$ cat config.mk
export PLATFORM = sky130hd
export DESIGN_NAME = csr_exec_unit
export DESIGN_NICKNAME = d
export VERILOG_FILES = /design/src/rtl/csr_exec_unit.sv
export SDC_FILE = /design/constraint.sdc
export NUM_CORES = 1
export LEC_CHECK = 0
export ABC_CLOCK_PERIOD_IN_PS = 11600
export CAP_MARGIN = 20
export CORE_ASPECT_RATIO = 1.25
export CORE_MARGIN = 2
export CORE_UTILIZATION = 42
export CTS_CLUSTER_SIZE = 20
export DETAILED_ROUTE_END_ITERATION = 12
export PLACE_DENSITY_LB_ADDON = 0.15
export REMOVE_ABC_BUFFERS = 1
export SYNTH_ARGS = -nofsm -noshare
export SYNTH_HDL_FRONTEND = slang
export SYNTH_SLANG_ARGS = --single-unit
$ cat constraint.sdc
create_clock -name clk -period 11.6 [get_ports clk]
set_clock_uncertainty 0.2 [all_clocks]
set_input_delay 2.32 -clock clk [delete_from_list [all_inputs] [get_ports clk]]
set_output_delay 2.32 -clock clk [all_outputs]
set_load 0.05 [all_outputs]
$ cat src/rtl/csr_exec_unit.sv
// csr_exec_unit
//
// Execution stage for Zicsr instructions (CSRRW/CSRRS/CSRRC and the
// immediate forms). It sits directly upstream of the CSR register file.
// One request is accepted in IDLE. The old CSR value is sampled from the
// register file's combinational read port in READ. At most one write is
// issued in WRITE. The old value is returned for rd writeback in RESP.
//
// Ports
//   clk, rst                     clock, asynchronous active-high reset
//   req_valid / req_ready        request handshake
//   req_funct3                   001 RW, 010 RS, 011 RC, 101 RWI, 110 RSI, 111 RCI
//   req_csr_addr                 target CSR
//   req_rs1_field                rs1 index (register forms) or zimm (immediate forms)
//   req_rs1_data                 rs1 value, unused by immediate forms
//   csr_raddr / csr_rdata        register file read port (combinational data)
//   csr_waddr / csr_wdata        register file write port
//   csr_web                      write enable, active-high, one cycle pulse
//   resp_valid / resp_ready      response handshake
//   resp_rd_data                 old CSR value, zero when illegal
//   resp_illegal                 illegal-instruction flag for this request

module csr_exec_unit #(
  parameter int XLEN   = 64,
  parameter int CSR_AW = 12
) (
  input  logic              clk,
  input  logic              rst,
  input  logic              req_valid,
  output logic              req_ready,
  input  logic [2:0]        req_funct3,
  input  logic [CSR_AW-1:0] req_csr_addr,
  input  logic [4:0]        req_rs1_field,
  input  logic [XLEN-1:0]   req_rs1_data,
  output logic [CSR_AW-1:0] csr_raddr,
  input  logic [XLEN-1:0]   csr_rdata,
  output logic [CSR_AW-1:0] csr_waddr,
  output logic [XLEN-1:0]   csr_wdata,
  output logic              csr_web,
  output logic              resp_valid,
  input  logic              resp_ready,
  output logic [XLEN-1:0]   resp_rd_data,
  output logic              resp_illegal
);

  localparam logic [1:0] IDLE  = 2'd0;
  localparam logic [1:0] READ  = 2'd1;
  localparam logic [1:0] WRITE = 2'd2;
  localparam logic [1:0] RESP  = 2'd3;

  logic [1:0]        state_q;
  logic [2:0]        funct3_q;
  logic [CSR_AW-1:0] addr_q;
  logic [4:0]        rs1_field_q;
  logic [XLEN-1:0]   rs1_data_q;
  logic [XLEN-1:0]   old_q;
  logic [XLEN-1:0]   new_q;
  logic              wr_en_q;
  logic              illegal_q;

  logic              accept;
  logic [XLEN-1:0]   src;
  logic [XLEN-1:0]   new_val;
  logic              wr_req;
  logic              illegal;

  // Immediate forms take the 5-bit zimm zero-extended; register forms take rs1.
  function automatic logic [XLEN-1:0] csr_src(
    input logic [2:0]      f3,
    input logic [4:0]      zimm,
    input logic [XLEN-1:0] rs1
  );
    if (f3[2]) begin
      return {{(XLEN-5){1'b0}}, zimm};
    end
    return rs1;
  endfunction

  // Pure bitwise update, no carries between bits.
  function automatic logic [XLEN-1:0] csr_update(
    input logic [1:0]      op,
    input logic [XLEN-1:0] old_val,
    input logic [XLEN-1:0] s
  );
    case (op)
      2'b01:   return s;
      2'b10:   return old_val | s;
      default: return old_val & ~s;
    endcase
  endfunction

  // Set/clear with rs1/zimm of zero is a pure read. Swaps always write.
  function automatic logic csr_wants_write(
    input logic [1:0] op,
    input logic [4:0] rs1_field
  );
    return (op == 2'b01) || (rs1_field != 5'd0);
  endfunction

  // funct3 x00 is not a CSR op. Any write into the top quadrant is illegal
  // because that quadrant is read-only.
  function automatic logic csr_is_illegal(
    input logic [1:0] op,
    input logic       wants_write,
    input logic [1:0] addr_top
  );
    return (op == 2'b00) || (wants_write && (addr_top == 2'b11));
  endfunction

  assign accept  = (state_q == IDLE) && req_valid;
  assign src     = csr_src(funct3_q, rs1_field_q, rs1_data_q);
  assign new_val = csr_update(funct3_q[1:0], csr_rdata, src);
  assign wr_req  = csr_wants_write(funct3_q[1:0], rs1_field_q);
  assign illegal = csr_is_illegal(funct3_q[1:0], wr_req,
                                  addr_q[CSR_AW-1:CSR_AW-2]);

  // The FSM and the request latch share one register stage.
  always_ff @(posedge clk or posedge rst) begin
    if (rst) begin
      state_q     <= IDLE;
      funct3_q    <= 3'd0;
      addr_q      <= '0;
      rs1_field_q <= 5'd0;
    end else begin
      case (state_q)
        IDLE: begin
          if (accept) begin
            funct3_q    <= req_funct3;
            addr_q      <= req_csr_addr;
            rs1_field_q <= req_rs1_field;
            state_q     <= READ;
          end
        end
        READ:    state_q <= WRITE;
        WRITE:   state_q <= RESP;
        RESP: begin
          if (resp_ready) begin
            state_q <= IDLE;
          end
        end
        default: state_q <= IDLE;
      endcase
    end
  end

  // rs1 data is only consumed after a fresh accept, so it needs no reset.
  always_ff @(posedge clk) begin
    if (accept) begin
      rs1_data_q <= req_rs1_data;
    end
  end

  // Result stage: sampled in READ, held through WRITE and RESP so the
  // response stays stable under back-pressure.
  always_ff @(posedge clk or posedge rst) begin
    if (rst) begin
      old_q     <= '0;
      new_q     <= '0;
      wr_en_q   <= 1'b0;
      illegal_q <= 1'b0;
    end else if (state_q == READ) begin
      old_q     <= illegal ? '0 : csr_rdata;
      new_q     <= new_val;
      wr_en_q   <= wr_req && !illegal;
      illegal_q <= illegal;
    end
  end

  // The write enable is decoded from the state. An asynchronous reset in
  // WRITE therefore removes the pulse at once.
  assign req_ready    = (state_q == IDLE);
  assign resp_valid   = (state_q == RESP);
  assign csr_web      = (state_q == WRITE) && wr_en_q;
  assign csr_raddr    = addr_q;
  assign csr_waddr    = addr_q;
  assign csr_wdata    = new_q;
  assign resp_rd_data = old_q;
  assign resp_illegal = illegal_q;

endmodule

==> out/results.tsv, run 1 <==
stage	metric	value	unit
logic_synthesis	syn_avg_cell_area	11.90	um2
finish	layout.area.seq	5727	um2
global_routing	grt.overflow.total	0	
global_routing	grt_pass1_vias	7416	
finish	drive_gt1_frac	0.06728	
hold_path	hold_path_class	reg -> reg	
finish	nNetsFinal	1230	
cts	cts_max_path_buffers	3	
cts	cts_sinks	216	
timing	finalCritPeriodShare	0.4037	
power	ir_worst_vdd	236.0	uV
setup_path	cp-start-kind	flip-flop	
power	p_switching	0.002133	W
timing	worst_slew_pin_slew	1.086	ns
power	pwr-share-seq	0.280	
placed_design	post-place-ws	6.953	ns
die	start_util	0.4288	
logic_synthesis	async_flop_share	0.7037	
timing	fin_crit	4.683	ns
setup_path	crit_arrival	2.16	ns
placed_design	hpwl	18010	um
finish	syn_to_final_growth	40.19	%
global_routing	grtUsageMet1	0.2869	
power	clkPwrFrac	0.153	
logic_synthesis	yosysTopAreaCell	dfrtp_1	
cts	clk_pin_slew	0.06	ns
routing	drc_errors	0	
power	total_power	0.004458	W
die	die_w	138.9	um
timing	setup_viol	0	
logic_synthesis	synth-seq-cells	216	
placed_design	gp_congestion	0.7564	
routing	vias_per_cell	5.335	
logic_synthesis	synthDistinctLibCells	32	
global_routing	grt_pass1_wl	43160	um
placed_design	place_area	12700	um2
logic_synthesis	syn_area	9555	um2
hold_path	min_path_cells	1	
power	p_leak	5.452	nW
power	p_comb_frac	0.567	
logic_synthesis	yosysWarnings	0	
logic_synthesis	synth_area_leaders	dfrtp_1 (40%), edfxtp_1 (20%), mux2i_1 (6.8%)	
logic_synthesis	ys_seq_area_frac	0.5992	
finish	multi_input_area	3407	um2
timing	slew_viol_final	0	
routing	drt_first_pass_iters	4	
logic_synthesis	yosys.cell_count.top_type	dfrtp_1	
setup_path	crit_required	9.08	ns
setup_path	path_max_fanout	5	
power	switching_share	0.4784	
power	internal-power	0.002326	W
logic_synthesis	yosys_most_used_dff	dfrtp_1	
global_routing	use_met3	0.05262	
die	num_io_pins	308	
setup_path	worst_setup_path_end_kind	primary output	
hold_path	hp-start	resp_rd_data[11]	
global_routing	grt_use_met2	0.3758	
logic_synthesis	yosysTopAreaCellShare	0.3981	
cts	root_buffer	clkbuf_16	
routing	first_iter_violations	404	
die	rows	61	
setup_path	regToRegSetupSlack	8.56	ns
die	core_area	22290	um2
timing	rsz0062_at_grt	false	
timing	relSlewSlack	0.2761	
cts	post_cts_buffers	0	
finish	fill_cells	1911	
global_routing	grt_start_max_net_pins	105	
run_status	status	completed	
routing	post_drt_wl_per_cell	20.29	um
setup_path	reg2reg_depth	7	
setup_path	r2r-end	csr_wdata[39]	
cts	cts_resized	0	
logic_synthesis	synth-edff-count	64	
logic_synthesis	syn_inst	803	
timing	max_freq	213.5	MHz
finish	final_area	13400	um2
timing	finalWorstSetupSlack	6.917	ns
global_routing	antenna_found_initial	5	
global_routing	top_usage_layer	met2	
placed_design	io_buffers	307	
cts	cts.htree.levels	1	
routing	wl	27860	um
routing	ant_nets	0	
die	dieArea	23980	um2
cts	tritoncts	built	
global_routing	grt.total_usage	0.2251	
cts	clkLatencyLatePin	0.50	ns
die	die_h	172.6	um
logic_synthesis	synthTopCellsByCount	dfrtp_1 (152), nor2_1 (71), nand2_1 (67)	
cts	cts_hold_buf	0	
hold_path	hold_end	resp_rd_data[11]	
setup_path	worstSetupPathType	reg -> out	
power	powerDensity	332.8	nW/um2
finish	final_core_util	0.6011	
timing	fin_setup_tns	0	ns
timing	hold_viol_final	0	
routing	num_vias	7325	
setup_path	worstReg2RegStart	state_q[1]	
cts	numCtsBuffers	23	
run	cap_violations	0	
==> flip-flops by register name (all words and copies together), names as in the netlist <==
register / count
rs1_field_q: 5
wr_en_q: 1
csr_raddr: 12
state_q: 2
resp_rd_data: 64
csr_wdata: 64
resp_illegal: 1
rs1_data_q: 64
funct3_q: 3
==> worst max-delay path, cell delays in order, from the launching register on <==
cell and delay (ns):
dfrtp_1 0.42, inv_1 0.14, ha_1 0.26, clkdlybuf4s50_1 0.84
==> worst max path at each step <==
stage,start,to,cells after the start
2_1_floorplan,rst,csr_raddr[0],1
4_1_cts,state_q[0],req_ready,3
6_report,state_q[0],req_ready,3
5_1_grt,state_q[0],csr_web,4
3_3_place_gp,req_valid,rs1_data_q[10],4
3_5_place_dp,req_valid,rs1_data_q[50],4
==> cell type report <==
class / instances / area share
Timing Repair Buffer: 318 / 0.2356
Inverter: 14 / 0.004297
Antenna cell: 5 / 0.0009341
Clock buffer: 34 / 0.04829
Multi-Input combinational cell: 497 / 0.2543
Clock inverter: 6 / 0.002615
Sequential cell: 216 / 0.4275
Tap cell: 283 / 0.02643
==> through the flow <==
| step | hold slack, ns | instances |
|---|---|---|
| after floorplan | 0.2556 | 727 |
| after global placement | 0.2685 | 1328 |
| after detailed placement | 0.2731 | 1328 |
| after CTS | 0.2887 | 1368 |
| after global routing | 0.3052 | 1371 |
| final | 0.2859 | 1373 |
==> cell usage in the layout (no fill, tap or decap), types with 6 or more instances in the layout <==
master and instances:
clkdlybuf4s50_1 307, dfrtp_1 151, nor2_1 71, nand2_1 67, mux2i_1 65, edfxtp_1 64, nand2b_1 59, a21oi_1 59
a211oi_1 59, o2bb2ai_1 59, clkbuf_16 23, mux2_2 19, inv_1 11, buf_4 11, clkbuf_1 8, ha_1 6
==> metal layers <==
| metal | up-vias | part of all wire |
|---|---|---|
| met3 | 50 | 0.068 |
| met4 | 2 | 0.030 |
| met1 | 3627 | 0.41 |
| met2 | 246 | 0.49 |
| met5 | - | 0.00057 |
| li1 | 3400 | - |
==> logic make-up after synthesis <==
logic type	after synthesis	synth area share
AOI/OAI and AO/OA	194	0.1468
and+or+nand+nor	211	0.1045
DFF	216	0.5992
adders and majority gates	8	0.01048
muxes	84	0.09048
buffers and inverters	90	0.04858
==> power groups by stage <==
stage               combinational, W  sequential, W  clock (W)
floorplan                   0.000826        0.00208          0
global placement             0.00252        0.00125          0
detailed placement           0.00254        0.00126          0
CTS                          0.00255        0.00125   0.000696
global route                 0.00268        0.00128   0.000723
finish                       0.00253        0.00125   0.000680
Note: power is estimated with default switching activity, not from simulation.
==> run 2, diff against run 1 <==
--- a/config.mk
+++ b/config.mk
@@ -5,7 +5,7 @@
 export SDC_FILE = /design/constraint.sdc
 export NUM_CORES = 1
 export LEC_CHECK = 0
-export ABC_CLOCK_PERIOD_IN_PS = 11600
+export ABC_CLOCK_PERIOD_IN_PS = 4800
 export CAP_MARGIN = 20
 export CORE_ASPECT_RATIO = 1.25
 export CORE_MARGIN = 2
==> constraint.sdc (replaced) <==
create_clock -name clk -period 4.8 [get_ports clk]
set_clock_uncertainty 0.2 [all_clocks]
set_input_delay 0.96 -clock clk [delete_from_list [all_inputs] [get_ports clk]]
set_output_delay 0.96 -clock clk [all_outputs]
set_load 0.05 [all_outputs]
==> run 2 against run 1 <==
Effect of this change: via count decreased by 0.45%; sequential power rose by 140%; critical path depth grew 1; combinational power rose by 140%; critical path type unchanged; critical endpoint is now csr_web.
==> out/results.tsv, run 2 (same netlist as run 1, synthesis figures left out) <==
stage	metric	value	unit	change
power	p_switching	0.005151	W	was 0.002133 W
global_routing	grt_pass1_vias	7517		was 7416
finish	multi_input_area	3407	um2	unchanged
power	p_leak	5.541	nW	was 5.452 nW
routing	first_iter_violations	364		was 404
cts	cts_hold_buf	0		unchanged
hold_path	min_path_cells	1		unchanged
setup_path	regToRegSetupSlack	1.80	ns	was 8.56 ns
power	p_comb_frac	0.555		was 0.567
die	core_area	22290	um2	unchanged
timing	fin_setup_tns	0	ns	unchanged
timing	max_freq	298.1	MHz	
global_routing	grt_pass1_wl	43530	um	was 43160 um
power	powerDensity	811.8	nW/um2	was 332.8 nW/um2
hold_path	hp-start	resp_rd_data[60]		was resp_rd_data[11]
setup_path	reg2reg_depth	6		was 7
timing	setup_viol	0		unchanged
hold_path	hold_end	resp_rd_data[60]		was resp_rd_data[11]
global_routing	grt.overflow.total	0		unchanged
setup_path	critPathMaxStageDelay	0.81	ns	was 0.84 ns
timing	rsz0062_at_grt	false		unchanged
setup_path	crit_required	3.64	ns	was 9.08 ns
power	internal-power	0.005851	W	was 0.002326 W
timing	relSlewSlack	0.4358		was 0.2761
timing	hold_viol_final	0		unchanged
power	pwr-share-seq	0.273		was 0.280
die	start_util	0.4288		unchanged
die	rows	61		unchanged
finish	drive_gt1_frac	0.07339		was 0.06728
routing	wl	27490	um	was 27860 um
routing	vias_per_cell	5.303		was 5.335
routing	drt_first_pass_iters	4		unchanged
setup_path	cp_top_family	buffers and inverters		unchanged
finish	final_cell_mix	clkdlybuf4s50_1 (307), dfrtp_1 (151), nor2_1 (71), nand2_1 (67), mux2i_1 (65)		unchanged
setup_path	worst_path_max_delay_cell	clkdlybuf4s50_1		unchanged
setup_path	r2r-end	csr_wdata[1]		was csr_wdata[39]
timing	slew_viol_final	0		unchanged
timing	finalCritPeriodShare	0.6989		
cts	clkLatencyLatePin	0.50	ns	about the same
power	clkPwrFrac	0.172		was 0.153
run	cap_violations	0		unchanged
finish	fill_cells	1836		was 1911
run_status	status	completed		unchanged
setup_path	crit_arrival	2.19	ns	was 2.16 ns
setup_path	path_cells	inv_1 > ha_1 > and2_1 > clkdlybuf4s50_1		was inv_1 > ha_1 > clkdlybuf4s50_1
setup_path	worstReg2RegStart	state_q[1]		unchanged
cts	tritoncts	built		unchanged
cts	cts_max_path_buffers	3		unchanged
cts	clk_pin_slew	0.06	ns	about the same
routing	post_drt_wl_per_cell	19.99	um	was 20.29 um
setup_path	cp-start-kind	flip-flop		unchanged
routing	ant_nets	0		unchanged
die	die_h	172.6	um	unchanged
finish	final_area	13550	um2	was 13400 um2
cts	root_buffer	clkbuf_16		unchanged
placed_design	gp_congestion	0.7596		was 0.7564
finish	syn_to_final_growth	41.84	%	was 40.19%
die	die_w	138.9	um	unchanged
timing	worst_slew_pin_slew	0.8464	ns	was 1.086 ns
global_routing	antenna_found_initial	3		was 5
cts	numCtsBuffers	23		unchanged
placed_design	hpwl	18110	um	was 18010 um
setup_path	worst_setup_path_end_kind	primary output		unchanged
finish	layout.area.seq	5727	um2	unchanged
global_routing	grt_start_max_net_pins	90		was 105
cts	cts_sinks	216		unchanged
power	total_power	0.01100	W	was 0.004458 W
power	switching_share	0.4682		was 0.4784
setup_path	path_max_fanout	4		was 5
routing	drc_errors	0		unchanged
hold_path	hold_path_class	reg -> reg		unchanged
placed_design	io_buffers	307		unchanged
cts	cts.htree.levels	1		unchanged
routing	num_vias	7292		was 7325
setup_path	worstSetupPathType	reg -> out		unchanged
global_routing	grt.total_usage	0.2251		about the same
cts	post_cts_buffers	0		unchanged
die	num_io_pins	308		unchanged
timing	fin_crit	3.355	ns	
power	ir_worst_vdd	593.5	uV	was 236.0 uV
cts	cts_resized	0		unchanged
die	dieArea	23980	um2	unchanged
setup_path	cp_num_buf_inv	2		unchanged
finish	final_common_cell	clkdlybuf4s50_1		unchanged
finish	nNetsFinal	1234		was 1230
placed_design	place_area	12740	um2	was 12700 um2
-- run 2: changes by cell type in the layout (fill, tap and decap cells not counted), sizes merged --
cell / previous run / this run
clkinvlp: 2 / 0
bufinv: 0 / 4
diode: 5 / 2
clkbuf: 34 / 29
clkinv: 4 / 8
buf: 11 / 15
-- run 2: layout make-up --
cell class / count / area share
flip-flops and latches: 216 / 0.4225
multi-input cells: 497 / 0.2514
repair buffers: 322 / 0.2360
clock buffers: 29 / 0.04708
well taps: 283 / 0.02613
clock inverters: 12 / 0.01228
inverters: 14 / 0.004247
diodes: 2 / 0.0003693
-- run 2: worst register-to-register path, stage by stage (launching register included) --
cell and delay [ns]:
dfrtp_1 0.40, inv_1 0.14, ha_4 0.59, buf_4 0.79, o211ai_1 0.47, nor2_1 0.22, a2111o_1 0.13
-- run 2: worst max-delay path by stage --
stage                          start             end  slack (ns)  cells past startpoint
after floorplan           state_q[1]         wr_en_q       -0.75                      4
after global placement     req_valid  rs1_data_q[24]        1.54                      4
after detailed placement   req_valid  rs1_data_q[24]        1.49                      4
after CTS                 state_q[0]         csr_web        1.43                      4
after global routing      state_q[0]         csr_web        1.35                      4
final                     state_q[0]         csr_web        1.45                      4
-- run 2: per-layer routing --
| metal | global-route usage | routed length (um) | part of all wire |
|---|---|---|---|
| met5 | 0 | 13 | 0.00047 |
| met4 | 0.05471 | 533 | 0.019 |
| met3 | 0.05456 | 1923 | 0.070 |
| met2 | 0.3890 | 13900 | 0.51 |
| met1 | 0.2860 | 11120 | 0.40 |
-- run 2: metrics by stage --
| stage | utilization | setup slack (ns) | hold slack (ns) | cells |
|---|---|---|---|---|
| finish | 0.6081 | 1.445 | 0.2868 | 1375 |
| global route | 0.6081 | 1.352 | 0.3078 | 1375 |
| CTS | 0.6079 | 1.428 | 0.2898 | 1373 |
| detailed placement | 0.5718 | 1.491 | 0.2722 | 1332 |
| global placement | 0.5718 | 1.536 | 0.2684 | 1332 |
| floorplan | - | -0.7466 | 0.2556 | 727 |
-- run 2: power groups by stage --
stage	sequential [W]	clock, W	combinational, W
6_report	0.00301	0.00189	0.00610
5_1_grt	0.00309	0.00201	0.00648
4_1_cts	0.00301	0.00193	0.00618
3_5_place_dp	0.00304	0	0.00618
3_3_place_gp	0.00303	0	0.00610
2_1_floorplan	0.00503	0	0.00200
==> run 3, diff against run 2 <==
--- a/config.mk
+++ b/config.mk
@@ -5,7 +5,7 @@
 export SDC_FILE = /design/constraint.sdc
 export NUM_CORES = 1
 export LEC_CHECK = 0
-export ABC_CLOCK_PERIOD_IN_PS = 4800
+export ABC_CLOCK_PERIOD_IN_PS = 3100
 export CAP_MARGIN = 20
 export CORE_ASPECT_RATIO = 1.25
 export CORE_MARGIN = 2
==> constraint.sdc (replaced) <==
create_clock -name clk -period 3.1 [get_ports clk]
set_clock_uncertainty 0.2 [all_clocks]
set_input_delay 0.62 -clock clk [delete_from_list [all_inputs] [get_ports clk]]
set_output_delay 0.62 -clock clk [all_outputs]
set_load 0.05 [all_outputs]
==> run 3 against run 2 <==
Effect of this change: worst hold slack got worse by 0.0063 ns; largest cell class unchanged; die area unchanged; first-iteration DRC count increased by 3.8%; via count grew 0.97%; critical path type unchanged; clock power rose by 49%; non-clock buffer count is 3 higher; final area up 0.48%; count of clock-buffer cells in the layout up 10; core utilization rose by 0.29 points; combinational power rose by 55%.
==> out/results.tsv, run 3 (same netlist as run 1, synthesis figures left out) <==
stage	metric	value	unit	change
placed_design	hpwl	18400	um	was 18110 um
routing	post_drt_wl_per_cell	20.08	um	was 19.99 um
cts	root_buffer	clkbuf_16		unchanged
placed_design	io_buffers	307		unchanged
setup_path	crit_required	2.28	ns	was 3.64 ns
power	ir_worst_vdd	827.7	uV	was 593.5 uV
timing	setup_viol	0		unchanged
cts	clk_pin_slew	0.06	ns	about the same
timing	worst_slew_pin_slew	0.8635	ns	was 0.8464 ns
routing	drc_errors	0		unchanged
cts	cts_sinks	216		unchanged
hold_path	hp-start	resp_rd_data[50]		was resp_rd_data[60]
routing	wl	27730	um	was 27490 um
routing	ant_nets	0		unchanged
power	powerDensity	1249	nW/um2	was 811.8 nW/um2
finish	final_cell_mix	clkdlybuf4s50_1 (305), dfrtp_1 (151), nor2_1 (71), nand2_1 (67), mux2i_1 (65)		was clkdlybuf4s50_1 (307), dfrtp_1 (151), nor2_1 (71), nand2_1 (67), mux2i_1 (65)
setup_path	worst_setup_path_end_kind	primary output		unchanged
die	rows	61		unchanged
die	core_area	22290	um2	unchanged
cts	cts_hold_buf	0		unchanged
setup_path	r2r-end	resp_rd_data[39]		was csr_wdata[1]
power	total_power	0.01701	W	was 0.01100 W
finish	final_common_cell	clkdlybuf4s50_1		unchanged
power	p_leak	5.589	nW	was 5.541 nW
setup_path	worst_path_max_delay_cell	clkdlybuf4s50_1		unchanged
setup_path	regToRegSetupSlack	0.82	ns	was 1.80 ns
hold_path	hold_end	resp_rd_data[50]		was resp_rd_data[60]
die	dieArea	23980	um2	unchanged
timing	slew_viol_final	0		unchanged
power	clkPwrFrac	0.165		was 0.172
global_routing	grt.total_usage	0.2291		was 0.2251
power	internal-power	0.009019	W	was 0.005851 W
finish	syn_to_final_growth	42.52	%	was 41.84%
setup_path	cp_top_family	buffers and inverters		unchanged
timing	finalWorstSetupSlack	0.3466	ns	was 1.445 ns
placed_design	gp_congestion	0.7963		was 0.7596
power	p_switching	0.007992	W	was 0.005151 W
timing	finalCritPeriodShare	0.8882		
die	die_w	138.9	um	unchanged
cts	cts_max_path_buffers	3		unchanged
global_routing	grt_start_max_net_pins	68		was 90
setup_path	reg2reg_depth	5		was 6
global_routing	grt_pass1_vias	7644		was 7517
routing	drt_first_pass_iters	4		unchanged
power	p_comb_frac	0.556		was 0.555
global_routing	grt.overflow.total	0		unchanged
die	num_io_pins	308		unchanged
finish	drive_gt1_frac	0.07391		was 0.07339
global_routing	antenna_found_initial	3		unchanged
run	cap_violations	0		unchanged
power	switching_share	0.4698		was 0.4682
routing	vias_per_cell	5.332		was 5.303
run_status	status	completed		unchanged
cts	cts.htree.levels	1		unchanged
power	pwr-share-seq	0.279		was 0.273
hold_path	hold_path_class	reg -> reg		unchanged
setup_path	cp.depth	2		was 4
setup_path	critPathMaxStageDelay	0.81	ns	about the same
timing	hold_viol_final	0		unchanged
placed_design	post-place-ws	0.6323	ns	was 1.491 ns
timing	fin_crit	2.753	ns	
setup_path	cp-start-kind	flip-flop		unchanged
setup_path	crit_arrival	1.93	ns	was 2.19 ns
timing	max_freq	363.2	MHz	
setup_path	path_cells	ha_1 > clkdlybuf4s50_1		was inv_1 > ha_1 > and2_1 > clkdlybuf4s50_1
cts	clkLatencyLatePin	0.51	ns	was 0.50 ns
global_routing	grt_pass1_wl	43930	um	was 43530 um
routing	first_iter_violations	378		was 364
die	start_util	0.4288		unchanged
timing	rsz0062_at_grt	false		unchanged
setup_path	path_max_fanout	3		was 4
cts	tritoncts	built		unchanged
hold_path	min_path_cells	1		unchanged
setup_path	worstReg2RegStart	state_q[1]		unchanged
die	die_h	172.6	um	unchanged
finish	nNetsFinal	1238		was 1234
setup_path	worstSetupPathType	reg -> out		unchanged
timing	relSlewSlack	0.4243		was 0.4358
setup_path	cp_num_buf_inv	1		was 2
routing	num_vias	7363		was 7292
cts	numCtsBuffers	24		was 23
[run 3: power by group through the flow]
stage                     clock network (W)  logic [W]  registers [W]
after CTS                           0.00287    0.00958        0.00475
after global routing                0.00298     0.0100        0.00489
after global placement                    0    0.00946        0.00475
after floorplan                           0    0.00309        0.00779
after detailed placement                  0    0.00955        0.00478
final                               0.00281    0.00946        0.00474
[run 3: cell type report]
| class | instances | area [um2] |
|---|---|---|
| Fill cell | 1821 | 8668 |
| Multi-Input combinational cell | 497 | 3407 |
| Clock inverter | 5 | 51.30 |
| Inverter | 14 | 57.56 |
| Clock buffer | 39 | 728.2 |
| Timing Repair Buffer | 325 | 3288 |
| Antenna cell | 2 | 5.005 |
| Tap cell | 283 | 354.1 |
| Sequential cell | 216 | 5727 |
[run 3: routing by layer]
| layer | track usage | vias to the layer above | part of all wire |
|---|---|---|---|
| li1 | - | 3419 | - |
| met1 | 0.2877 | 3656 | 0.40 |
| met2 | 0.3974 | 240 | 0.51 |
| met3 | 0.04874 | 46 | 0.063 |
| met4 | 0.07071 | 2 | 0.029 |
| met5 | 0 | - | 0.00043 |
[run 3: metrics by stage]
stage	hold slack, ns	TNS [ns]	util	instances	instance area (um2)
floorplan	0.2556	-599.64	-	727	9144
global placement	0.2679	0	0.5756	1335	12830
detailed placement	0.2727	0	0.5756	1335	12830
CTS	0.2886	0	0.6106	1379	13610
global route	0.2988	0	0.6109	1380	13620
finish	0.2805	0	0.6110	1381	13620
[run 3: worst max-delay path by stage]
stage	startpoint	end	slack, ns
after global placement	state_q[0]	req_ready	0.65
after CTS	state_q[0]	csr_web	0.08
final	state_q[0]	resp_valid	0.35
after detailed placement	state_q[0]	csr_web	0.63
after global routing	state_q[0]	resp_valid	0.29
after floorplan	state_q[1]	wr_en_q	-2.45
[run 3: worst reg2reg max path, cell delays in order, from the launching register on]
cell and delay [ns]:
dfrtp_1 0.38, inv_1 0.11, ha_4 0.22, inv_2 0.62
buf_4 0.48, o2bb2ai_1 0.19
[run 3: what timing repair did]
| item | CTS | global route |
|---|---|---|
| setup endpoints to repair | 0 | 2 |
| resized for setup | 0 | 2 |
| buffers inserted | 0 | 0 |
